`config.mk`:
```
export PLATFORM = sky130hd
export DESIGN_NAME = mem_stage_flat
export DESIGN_NICKNAME = d
export VERILOG_FILES = /design/src/rtl/mem_stage_if.sv /design/src/rtl/mem_stage.sv /design/src/flat_wrapper.sv
export SDC_FILE = /design/constraint.sdc
export NUM_CORES = 1
export LEC_CHECK = 0
export CAP_MARGIN = 20
export CORE_MARGIN = 2
export CORE_UTILIZATION = 44
export DETAILED_ROUTE_END_ITERATION = 12
export HOLD_SLACK_MARGIN = 0.02
export PLACE_DENSITY_LB_ADDON = 0.1
export SETUP_SLACK_MARGIN = 0.5
export SLEW_MARGIN = 40
export SYNTH_ARGS = -nofsm -noshare
export SYNTH_HDL_FRONTEND = slang
export SYNTH_SLANG_ARGS = --single-unit
```
`constraint.sdc`:
```
create_clock -name clk -period 4.6 [get_ports clk]
set_input_delay 1.15 -clock clk [delete_from_list [all_inputs] [get_ports clk]]
set_output_delay 1.15 -clock clk [all_outputs]
set_load 0.02 [all_outputs]
```
`src/rtl/mem_stage_if.sv`:
```
// Bundle of EX-side, data-memory and write-back signals for the EX/MEM stage.
// Valid/ready: EX holds valid_in and operands while stall_out=1; dmem_req_out is held with stable fields until dmem_ack_in=1.
interface mem_stage_if #(
  parameter int DATA_W = 32,
  parameter int REG_W  = 5
);
  logic              valid_in;
  logic              flush_in;
  logic [DATA_W-1:0] alu_result_in;
  logic [DATA_W-1:0] store_data_in;
  logic [REG_W-1:0]  dest_reg_in;
  logic              reg_write_in;
  logic              mem_read_in;
  logic              mem_write_in;
  logic              stall_out;
  logic              dmem_req_out;
  logic              dmem_we_out;
  logic [DATA_W-1:0] dmem_addr_out;
  logic [DATA_W-1:0] dmem_wdata_out;
  logic              dmem_ack_in;
  logic [DATA_W-1:0] dmem_rdata_in;
  logic              wb_valid_out;
  logic              wb_reg_write_out;
  logic [REG_W-1:0]  wb_dest_out;
  logic [DATA_W-1:0] wb_data_out;
  logic              misalign_out;
  logic              state_dbg;

  modport slave (
    input  valid_in, flush_in, alu_result_in, store_data_in, dest_reg_in,
           reg_write_in, mem_read_in, mem_write_in, dmem_ack_in, dmem_rdata_in,
    output stall_out, dmem_req_out, dmem_we_out, dmem_addr_out, dmem_wdata_out,
           wb_valid_out, wb_reg_write_out, wb_dest_out, wb_data_out,
           misalign_out, state_dbg
  );

  modport master (
    output valid_in, flush_in, alu_result_in, store_data_in, dest_reg_in,
           reg_write_in, mem_read_in, mem_write_in, dmem_ack_in, dmem_rdata_in,
    input  stall_out, dmem_req_out, dmem_we_out, dmem_addr_out, dmem_wdata_out,
           wb_valid_out, wb_reg_write_out, wb_dest_out, wb_data_out,
           misalign_out, state_dbg
  );
endinterface

```
`src/rtl/mem_stage.sv`:
```
// EX/MEM stage: registers ALU results, runs the word load/store handshake with
// data memory, and emits one registered write-back result per instruction.
module mem_stage #(
  parameter int DATA_W = 32,
  parameter int REG_W  = 5
) (
  input  logic         clk,
  input  logic         rst,
  mem_stage_if.slave   bus
);
  typedef enum logic {IDLE = 1'b0, ACCESS = 1'b1} state_t;

  state_t state, state_next;

  logic accept, is_store, is_load, is_mem, misaligned, ack_taken, kill;

  logic              req_q, we_q;
  logic [DATA_W-1:0] addr_q, wdata_q;
  logic [REG_W-1:0]  dest_q;
  logic              reg_write_q, load_q, flushed_q;

  logic              wb_valid_q, wb_reg_write_q, misalign_q;
  logic [REG_W-1:0]  wb_dest_q;
  logic [DATA_W-1:0] wb_data_q;

  always_comb begin
    accept     = 1'b0;
    is_store   = 1'b0;
    is_load    = 1'b0;
    is_mem     = 1'b0;
    misaligned = 1'b0;
    ack_taken  = 1'b0;
    kill       = 1'b0;
    state_next = state;

    is_store   = bus.mem_write_in;
    is_load    = !bus.mem_write_in && bus.mem_read_in;
    is_mem     = is_store || is_load;
    misaligned = (bus.alu_result_in[1:0] != 2'b00);
    // A flush arriving in the ack cycle still squashes the write-back.
    kill       = flushed_q || bus.flush_in;

    case (state)
      IDLE: begin
        accept = bus.valid_in && !bus.flush_in;
        if (accept && is_mem && !misaligned) state_next = ACCESS;
      end
      ACCESS: begin
        ack_taken = req_q && bus.dmem_ack_in;
        if (ack_taken) state_next = IDLE;
      end
      default: state_next = IDLE;
    endcase
  end

  always_ff @(posedge clk) begin
    if (rst) state <= IDLE;
    else     state <= state_next;
  end

  always_ff @(posedge clk) begin
    if (rst) begin
      req_q          <= 1'b0;
      we_q           <= 1'b0;
      addr_q         <= '0;
      wdata_q        <= '0;
      dest_q         <= '0;
      reg_write_q    <= 1'b0;
      load_q         <= 1'b0;
      flushed_q      <= 1'b0;
      wb_valid_q     <= 1'b0;
      wb_reg_write_q <= 1'b0;
      wb_dest_q      <= '0;
      wb_data_q      <= '0;
      misalign_q     <= 1'b0;
    end else begin
      wb_valid_q <= 1'b0;
      misalign_q <= 1'b0;

      if (accept) begin
        if (!is_mem) begin
          wb_valid_q     <= 1'b1;
          wb_reg_write_q <= bus.reg_write_in;
          wb_dest_q      <= bus.dest_reg_in;
          wb_data_q      <= bus.alu_result_in;
        end else if (misaligned) begin
          misalign_q     <= 1'b1;
          wb_valid_q     <= 1'b1;
          wb_reg_write_q <= 1'b0;
          wb_dest_q      <= bus.dest_reg_in;
          wb_data_q      <= bus.alu_result_in;
        end else begin
          req_q       <= 1'b1;
          we_q        <= is_store;
          addr_q      <= {bus.alu_result_in[DATA_W-1:2], 2'b00};
          wdata_q     <= bus.store_data_in;
          dest_q      <= bus.dest_reg_in;
          reg_write_q <= bus.reg_write_in;
          load_q      <= is_load;
          flushed_q   <= 1'b0;
        end
      end

      if (state == ACCESS) begin
        if (bus.flush_in) flushed_q <= 1'b1;
        if (ack_taken) begin
          req_q     <= 1'b0;
          flushed_q <= 1'b0;
          if (!kill) begin
            wb_valid_q     <= 1'b1;
            wb_reg_write_q <= load_q && reg_write_q;
            wb_dest_q      <= dest_q;
            wb_data_q      <= load_q ? bus.dmem_rdata_in : addr_q;
          end
        end
      end
    end
  end

  assign bus.stall_out        = (state == ACCESS);
  assign bus.state_dbg        = state;
  assign bus.dmem_req_out     = req_q;
  assign bus.dmem_we_out      = we_q;
  assign bus.dmem_addr_out    = addr_q;
  assign bus.dmem_wdata_out   = wdata_q;
  assign bus.wb_valid_out     = wb_valid_q;
  assign bus.wb_reg_write_out = wb_reg_write_q;
  assign bus.wb_dest_out      = wb_dest_q;
  assign bus.wb_data_out      = wb_data_q;
  assign bus.misalign_out     = misalign_q;
endmodule

```
`src/flat_wrapper.sv`:
```
// flat-port wrapper written by rule: the top's interface ports become plain ports
module mem_stage_flat 
#(
  parameter int DATA_W = 32,
  parameter int REG_W  = 5
)
  (clk, rst, bus_valid_in, bus_flush_in, bus_alu_result_in, bus_store_data_in, bus_dest_reg_in, bus_reg_write_in, bus_mem_read_in, bus_mem_write_in, bus_dmem_ack_in, bus_dmem_rdata_in, bus_stall_out, bus_dmem_req_out, bus_dmem_we_out, bus_dmem_addr_out, bus_dmem_wdata_out, bus_wb_valid_out, bus_wb_reg_write_out, bus_wb_dest_out, bus_wb_data_out, bus_misalign_out, bus_state_dbg);
  mem_stage_if #(.DATA_W(DATA_W), .REG_W(REG_W)) bus_i ();
  input  logic clk;
  input  logic rst;
  input wire logic [$bits(bus_i.valid_in)-1:0] bus_valid_in;
  input wire logic [$bits(bus_i.flush_in)-1:0] bus_flush_in;
  input wire logic [$bits(bus_i.alu_result_in)-1:0] bus_alu_result_in;
  input wire logic [$bits(bus_i.store_data_in)-1:0] bus_store_data_in;
  input wire logic [$bits(bus_i.dest_reg_in)-1:0] bus_dest_reg_in;
  input wire logic [$bits(bus_i.reg_write_in)-1:0] bus_reg_write_in;
  input wire logic [$bits(bus_i.mem_read_in)-1:0] bus_mem_read_in;
  input wire logic [$bits(bus_i.mem_write_in)-1:0] bus_mem_write_in;
  input wire logic [$bits(bus_i.dmem_ack_in)-1:0] bus_dmem_ack_in;
  input wire logic [$bits(bus_i.dmem_rdata_in)-1:0] bus_dmem_rdata_in;
  output wire logic [$bits(bus_i.stall_out)-1:0] bus_stall_out;
  output wire logic [$bits(bus_i.dmem_req_out)-1:0] bus_dmem_req_out;
  output wire logic [$bits(bus_i.dmem_we_out)-1:0] bus_dmem_we_out;
  output wire logic [$bits(bus_i.dmem_addr_out)-1:0] bus_dmem_addr_out;
  output wire logic [$bits(bus_i.dmem_wdata_out)-1:0] bus_dmem_wdata_out;
  output wire logic [$bits(bus_i.wb_valid_out)-1:0] bus_wb_valid_out;
  output wire logic [$bits(bus_i.wb_reg_write_out)-1:0] bus_wb_reg_write_out;
  output wire logic [$bits(bus_i.wb_dest_out)-1:0] bus_wb_dest_out;
  output wire logic [$bits(bus_i.wb_data_out)-1:0] bus_wb_data_out;
  output wire logic [$bits(bus_i.misalign_out)-1:0] bus_misalign_out;
  output wire logic [$bits(bus_i.state_dbg)-1:0] bus_state_dbg;
  assign bus_i.valid_in = bus_valid_in;
  assign bus_i.flush_in = bus_flush_in;
  assign bus_i.alu_result_in = bus_alu_result_in;
  assign bus_i.store_data_in = bus_store_data_in;
  assign bus_i.dest_reg_in = bus_dest_reg_in;
  assign bus_i.reg_write_in = bus_reg_write_in;
  assign bus_i.mem_read_in = bus_mem_read_in;
  assign bus_i.mem_write_in = bus_mem_write_in;
  assign bus_i.dmem_ack_in = bus_dmem_ack_in;
  assign bus_i.dmem_rdata_in = bus_dmem_rdata_in;
  assign bus_stall_out = bus_i.stall_out;
  assign bus_dmem_req_out = bus_i.dmem_req_out;
  assign bus_dmem_we_out = bus_i.dmem_we_out;
  assign bus_dmem_addr_out = bus_i.dmem_addr_out;
  assign bus_dmem_wdata_out = bus_i.dmem_wdata_out;
  assign bus_wb_valid_out = bus_i.wb_valid_out;
  assign bus_wb_reg_write_out = bus_i.wb_reg_write_out;
  assign bus_wb_dest_out = bus_i.wb_dest_out;
  assign bus_wb_data_out = bus_i.wb_data_out;
  assign bus_misalign_out = bus_i.misalign_out;
  assign bus_state_dbg = bus_i.state_dbg;
  mem_stage #(.DATA_W(DATA_W), .REG_W(REG_W)) u_core (.clk(clk), .rst(rst), .bus(bus_i));
endmodule
```
# [After elaboration in Yosys (flattened, before gate mapping)]
# Index checks and enable logic that the tools add are counted.
[word_totals] ff_bits=113 output_inout_bits=108 wordCells=73
[classes] muxes=41 n_bitwise=4 n_reduce_logical=14
[ops] operator="$mux W32" n=7
[ops] operator="$mux W5" n=6
[ops] operator="$mux W1" n=27
[ops] operator="$logic_and A1 B1 Y1" n=6
[ops] operator="$not A1 Y1" n=4
[ops] operator="$logic_not A1 Y1" n=3
[ops] operator="$reduce_and A3 Y1" n=1
[ops] operator="$reduce_or A3 Y1" n=1
[ops] operator="$logic_or A1 B1 Y1" n=2
[ops] operator="$pmux W1 S2" n=1
[ops] operator="$reduce_bool A2 Y1" n=1

# [Depth between registers and ports, before layout]
# Gate-level depths: netlist (run 1).
[depth] ltp_word=8 mapped_depth=6 depth_no_buf=4

# [Worst setup path before layout (run 1)]
# No wires, ideal clock.
[synth_path] kind="in2reg" start="input port bus_flush_in" end="register u_core.wdata_q[10], in the netlist u_core.bus.dmem_wdata_out[10]" setup_ps=70 arrival_ps=2367 path_slack_ps=2163 cell_stages=5 path_cell_list="or3b_1 -> nor4_4 -> clkbuf_1 -> nand2_1 -> a21oi_1"
[synth_between] elab_chain_cells=4
[synth_lines] item="from (decl)" line_no="flat_wrapper.sv:12" source="input wire logic [$bits(bus_i.flush_in)-1:0] bus_flush_in;"
[synth_lines] item="$logic_not A1 Y1" line_no="mem_stage.sv:45" source="accept = bus.valid_in && !bus.flush_in;"
[synth_lines] item="$logic_and A1 B1 Y1" line_no="mem_stage.sv:45"
[synth_lines] item="$mux W1" line_no="mem_stage.sv:43" source="case (state)"
[synth_lines] item="$reduce_and A3 Y1 (no line)"
[synth_lines] item="to (signal assigned)" line_no="mem_stage.sv:96" source="wdata_q <= bus.store_data_in;"
[synth_lines] item="to (decl)" line_no="mem_stage.sv:18" source="logic [DATA_W-1:0] addr_q, wdata_q;"
# No other way between the ends.
# A chain may end at the register's enable or synchronous reset.

# [Final worst setup path (run 1)]
[layout_path] start="input port bus_flush_in" end="register u_core.wb_data_q[10], in the netlist u_core.bus.wb_data_out[10]"
[layout_between] elab_chain_cells=7
[layout_lines] item="$logic_not A1 Y1" line_no="mem_stage.sv:45"
[layout_lines] item="$logic_and A1 B1 Y1" line_no="mem_stage.sv:45"
[layout_lines] item="$mux W1" line_no="mem_stage.sv:43"
[layout_lines] item="$mux W32" line_no="mem_stage.sv:80" source="if (accept) begin"
[layout_lines] item="$mux W32" line_no="mem_stage.sv:109" source="if (!kill) begin"
[layout_lines] item="$mux W32" line_no="mem_stage.sv:106" source="if (ack_taken) begin"
[layout_lines] item="$mux W32 (*)" line_no="mem_stage.sv:104" source="if (state == ACCESS) begin"
[layout_lines] item="to (signal assigned)" line_no="mem_stage.sv:85" source="wb_data_q <= bus.alu_result_in;"
[layout_lines] item="to (signal assigned)" line_no="mem_stage.sv:91" source="wb_data_q <= bus.alu_result_in;"
[layout_lines] item="to (signal assigned)" line_no="mem_stage.sv:113" source="wb_data_q <= load_q ? bus.dmem_rdata_in : addr_q;"
[layout_lines] item="to (decl)" line_no="mem_stage.sv:24" source="logic [DATA_W-1:0] wb_data_q;"
# Every way passes the cells marked *; elsewhere a longest branch is shown, timed or not.

==> impl_metrics.tcl, run 1 <==
set metrics [dict create \
    status "completed" \
    tns_ns 0 \
    synth_xor_xnor_area_share_pct 0 \
    num-fill-cells 756 \
    numCtsBuffers 17 \
    synth_mux_area_share_pct 6.65 \
    cts_hold_buf 0 \
    antenna_found_initial 0 \
    worstPathArrival_ns 3.37 \
    seq_area_frac_synth_pct 50.1 \
    gr-total-overflow 0 \
    crit_start "bus_flush_in" \
    worstMarginPinSlew_ns 0.797 \
    drtPass1Iterations 4 \
    worstSetupEndpointType "flip-flop" \
    synth_fa_ha_area_share_pct 0 \
    synthArstFlopShare_pct 0 \
    rsz0062_at_grt "no" \
    yosys.area_share.simple_pct 17.9 \
    cp.required_ns 4.99 \
    dpl_cell_area_sq_um 6680 \
    cts_setup_buffers 0 \
    drtAntennaViolNets 0 \
    grt_first_pass_wirelength_microns 22700 \
    crit_slowest_cell "nor3b_1" \
    clk_pin_slew_ns 0.06 \
    start_util_pct 45.8 \
    rr_worst_depth 5 \
    crit_path_max_incr_delay_ns 0.61 \
    peakVddDrop_mv 0.266 \
    final_max_slew_viol_count 0 \
    r2r_end "u_core.bus.wb_data_out[10]" \
    startpoint_type "input port" \
    crit_fanout 36 \
    ys_top_cells_by_count "nand2_1, dfxtp_1, a21oi_1, a221oi_1, mux2i_1" \
    max-cap-violations 0 \
    layout-drive-gt1-share_pct 5.61 \
    grt_use_total_pct 25.3 \
    setup_viol 0 \
    synth_compound_gate_area_share_pct 20.3 \
    timing.fmax_ghz 0.336 \
    htree_levels 4 \
    fp.dieH_microns 105 \
    areaGrowthSynthToFinish_pct 61.9 \
    worstSkewPairLatency_ns 0.50 \
    ys_seq_elements 113 \
    r2r_slack_ns 2.39 \
    p_per_area_nw_per_um2 367 \
    hold_path_class "flip-flop to flip-flop" \
    final_cells 882 \
    syn_area_sq_um 4510 \
    io_buffers 214 \
    dp.cells 850 \
    vias 4691 \
    critPathCapture "u_core.bus.wb_data_out[10]" \
    skew_ns 0.00655 \
    die_w_microns 105 \
    rr_startpoint "u_core.bus.stall_out" \
    synth_top_family_by_area "compound AO/OA/AOI/OAI gates" \
    rows 36 \
    synth_top_area_share_pct 50.1 \
    utilization_pct 74.1 \
    yosys_most_used_dff "dfxtp_1" \
    diodes 0 \
    cts_tree "yes" \
    fin_ws_ns 1.62 \
    synthDistinctLibCells 31 \
    io_pins 217 \
    synthTopCellsByArea "dfxtp_1, nand2_1, a21oi_1" \
    yosysMostFrequentCell "nand2_1" \
    avgSynthCellArea_sq_um 8.30 \
    detail_route.wl_per_cell_microns 16.0 \
    clock_sinks 113 \
    min_period_ns 2.98 \
    die_area_sq_um 11100 \
    synth_top_cell_by_area "dfxtp_1" \
    dr.first_iter.drc_count 172 \
    slew_headroom_pct 46.9 \
    dp_hpwl_microns 9180 \
    nNetsFinal 845 \
    cts_resized 0 \
    gp_congestion 0.802 \
    fp.coreArea_sq_um 9860 \
    place_ws_ns 1.14 \
    grt_max_degree 82 \
    via_per_inst 5.32 \
    grt_pass1_vias 4655 \
    path_class "input port to flip-flop" \
    fin_crit_sh_pct 64.8 \
    synth_edf_count 0 \
    syn_inst 544 \
    drc 0 \
    worstPathCellList "clkdlybuf4s50_1 -> nor3b_1 -> o31a_1 -> buf_4 -> a21oi_1 -> a221oi_1" \
    cts_root_buf "clkbuf_8" \
    fin_area_sq_um 7310 \
    p_leak_nw 2.46 \
    hold_violations 0 \
    wirelength_microns 14100 \
    cts_buffer_depth 2 \
    yosys_warnings 0 \
]
[stage by stage]
step           total power, mW  hold slack [ns]
6_report                  2.69            0.452
4_1_cts                   2.71            0.453
5_1_grt                   2.77            0.474
3_3_place_gp              1.32            0.441
3_5_place_dp              1.33            0.447
2_1_floorplan             1.16            0.436
[cell usage in the layout (no fill, tap or decap), types with 2 or more instances in the layout]
master	count
bufinv_16	5
a211o_1	2
a221oi_1	30
buf_4	8
nor2_1	9
clkbuf_16	16
clkdlybuf4s50_1	213
conb_1	2
clkbuf_1	3
dfxtp_1	112
clkbuf_8	2
clkinvlp_4	2
mux2i_1	30
clkinv_2	4
nand3b_1	2
nand2_1	175
a211oi_1	5
a311oi_1	2
a21oi_1	106
and4b_1	2
and2_1	2
[area by class of cell]
class	instances	area (sq um)	share of cell area, %
Sequential cell	113	2270	31.0
Clock buffer	21	439	6.01
Multi-Input combinational cell	382	2050	28.0
Tap cell	133	166	2.28
Clock inverter	11	185	2.53
Timing Repair Buffer	222	2200	30.1
[power breakdown]
part	total [mW]	internal [mW]	switching (mW)	leakage [nW]
logic	0.284	0.155	0.129	1.24
clock network	1.38	0.944	0.432	0.302
registers	1.03	1.01	0.0182	0.917
total	2.69	2.11	0.579	2.46
[worst min-delay path by stage]
stage | depth (start not counted) | from | slack [ns] | end
2_1_floorplan | 2 | u_core.reg_write_q | 0.44 | u_core.reg_write_q
3_3_place_gp | 2 | u_core.bus.dmem_wdata_out[9] | 0.44 | u_core.bus.dmem_wdata_out[9]
3_5_place_dp | 2 | u_core.bus.dmem_wdata_out[26] | 0.45 | u_core.bus.dmem_wdata_out[26]
4_1_cts | 2 | u_core.bus.dmem_wdata_out[8] | 0.45 | u_core.bus.dmem_wdata_out[8]
5_1_grt | 1 | u_core.bus.wb_data_out[0] | 0.47 | u_core.bus.wb_data_out[0]
6_report | 2 | u_core.bus.dmem_wdata_out[8] | 0.45 | u_core.bus.dmem_wdata_out[8]
[worst max-delay path: cells and delay by family]
kind	cells	cell delay [ns]
buffers and inverters	2	0.86
AOI/OAI and AO/OA	3	0.74
and+or+nand+nor	1	0.61
[cells by family (layout without fill, tap and decap cells)]
logic type	count (synthesis)	count (layout)
compound gates	151	151
flops	113	113
buf+inv	50	254
simple gates	199	199
other cells	1	2
mux	30	30
[flip-flops by register name (all words and copies together), names as in the netlist, 5 cells and up]
signal	count
u_core.bus.wb_data_out	32
u_core.bus.dmem_wdata_out	32
u_core.bus.dmem_addr_out	30
u_core.dest_q	5
u_core.bus.wb_dest_out	5
[layer usage]
| metal | vias to the layer above | track usage, % | wire [microns] |
|---|---|---|---|
| met3 | 18 | 9.34 | 1260 |
| met1 | 2187 | 29.9 | 5850 |
| met4 | 0 | 9.24 | 278 |
| met5 | - | 0 | 0 |
| li1 | 2267 | - | - |
| met2 | 219 | 41.8 | 6750 |
(Power assumes the default switching activity.)
==> run 2, diff against run 1 <==
Settings changed: CORE_UTILIZATION 44 to 37.
Clock period 4.6 ns to 2.4 ns, I/O delays scaled along.
==> run 2 against run 1 <==
Compared with the run above: clock skew increased by 0.0040 ns; combinational power increased by 100%; critical path depth increased by 2; first-iteration DRC count increased by 66%; non-clock buffer count increased by 29.
==> impl_metrics.tcl, run 2 (synthesis gave the netlist of run 1 again) <==
set metrics [dict create \
    numCtsBuffers 17 \
    io_buffers 214 \
    layout-drive-gt1-share_pct 10.4 \
    cts_buffer_depth 2 \
    nNetsFinal 874 \
    gr-total-overflow 0 \
    wirelength_microns 15500 \
    drc 0 \
    start_util_pct 37.7 \
    clock_sinks 113 \
    grt_pass1_vias 4672 \
    dr.first_iter.drc_count 285 \
    skew_ns 0.0106 \
    power.total_mw 5.30 \
    min_period_ns 1.85 \
    cp.required_ns 2.70 \
    worstSetupEndpointType "flip-flop" \
    drtPass1Iterations 4 \
    htree_levels 4 \
    vias 4737 \
    gp_congestion 0.755 \
    p_leak_nw 3.23 \
    dpl_cell_area_sq_um 6880 \
    detail_route.wl_per_cell_microns 16.7 \
    rr_startpoint "u_core.bus.stall_out" \
    die_w_microns 114 \
    max-cap-violations 0 \
    min_from "u_core.bus.dmem_wdata_out[6]" \
    rows 40 \
    worstPathArrival_ns 2.15 \
    startpoint_type "input port" \
    diodes 0 \
    drtAntennaViolNets 0 \
    areaGrowthSynthToFinish_pct 71.6 \
    io_pins 217 \
    fp.dieH_microns 114 \
    hold_violations 0 \
    crit_start "bus_mem_read_in" \
    rsz0062_at_grt "yes" \
    antenna_found_initial 0 \
    final_max_slew_viol_count 0 \
    grt_first_pass_wirelength_microns 23900 \
    grt_use_total_pct 23.2 \
    clk_pin_slew_ns 0.05 \
    worstSkewPairLatency_ns 0.41 \
    timing.fmax_ghz 0.540 \
    layout_common_cells "nand2_1, dfxtp_1, dlygate4sd2_1" \
    via_per_inst 5.12 \
    p_per_area_nw_per_um2 684 \
    grt_max_degree 73 \
    status "completed" \
    tns_ns 0 \
    utilization_pct 64.8 \
    cts_root_buf "clkbuf_16" \
    fp.coreArea_sq_um 12000 \
    setup_viol 0 \
    die_area_sq_um 13100 \
    cts_tree "yes" \
    fin_crit_sh_pct 77.1 \
    hold_path_class "flip-flop to flip-flop" \
    path_class "input port to flip-flop" \
    fin_area_sq_um 7750 \
    peakVddDrop_mv 0.347 \
    dp_hpwl_microns 9730 \
    layout_commonest_cell "nand2_1" \
    crit_fanout 8 \
]
==> run 2: per-stage QoR <==
stage	setup slack, ns	hold WS (ns)	std cells
6_report	0.549	0.449	925
2_1_floorplan	0.513	0.436	545
5_1_grt	0.450	0.469	925
4_1_cts	0.449	0.451	916
3_3_place_gp	-0.0678	0.441	877
3_5_place_dp	-0.135	0.449	877
==> run 2: area by class of cell <==
cell class | instances | area (sq um)
Fill cell | 1001 | 4210
Clock buffer | 22 | 474
Sequential cell | 113 | 2260
Clock inverter | 10 | 180
Timing Repair Buffer | 251 | 2560
Tap cell | 147 | 184
Multi-Input combinational cell | 382 | 2080
==> run 2: timing repair <==
action	in CTS	in global routing
pin swaps	2	1
gates cloned	3	5
endpoints found under the setup margin	215	89
hold buffers	0	0
setup buffers	4	4
gates resized for setup	117	15
==> run 2: path summary, 6_finish.rpt <==
check,to,slack (ns),cells past startpoint
setup / recovery,u_core.bus.wb_data_out[28],0.55,8
hold / removal,u_core.bus.dmem_wdata_out[6],0.45,2
setup reg to reg,u_core.bus.dmem_wdata_out[18],0.71,6
hold reg to reg,u_core.bus.dmem_wdata_out[6],0.45,2
==> run 2: where the power goes <==
part           total (mW)  switching, mW  internal (mW)
registers            1.96         0.0298           1.93
logic               0.570          0.266          0.305
clock network        2.77          0.848           1.92
==> run 2: worst max-delay path, stage by stage <==
cell and delay, ns:
clkdlybuf4s50_1 0.47, nor2_2 0.05, buf_4 0.16, o31ai_4 0.26, buf_6 0.15, clkbuf_16 0.14
nand2_1 0.05, a221oi_1 0.26
==> run 2: metal layers <==
layer  vias up  track usage [%]  part of all wire (%)
li1       2327                -                     -
met1      2197             27.9                    42
met2       198             37.6                    47
met3        15             8.95                   9.5
met4         0             8.37                   1.2
met5         -                0                     0
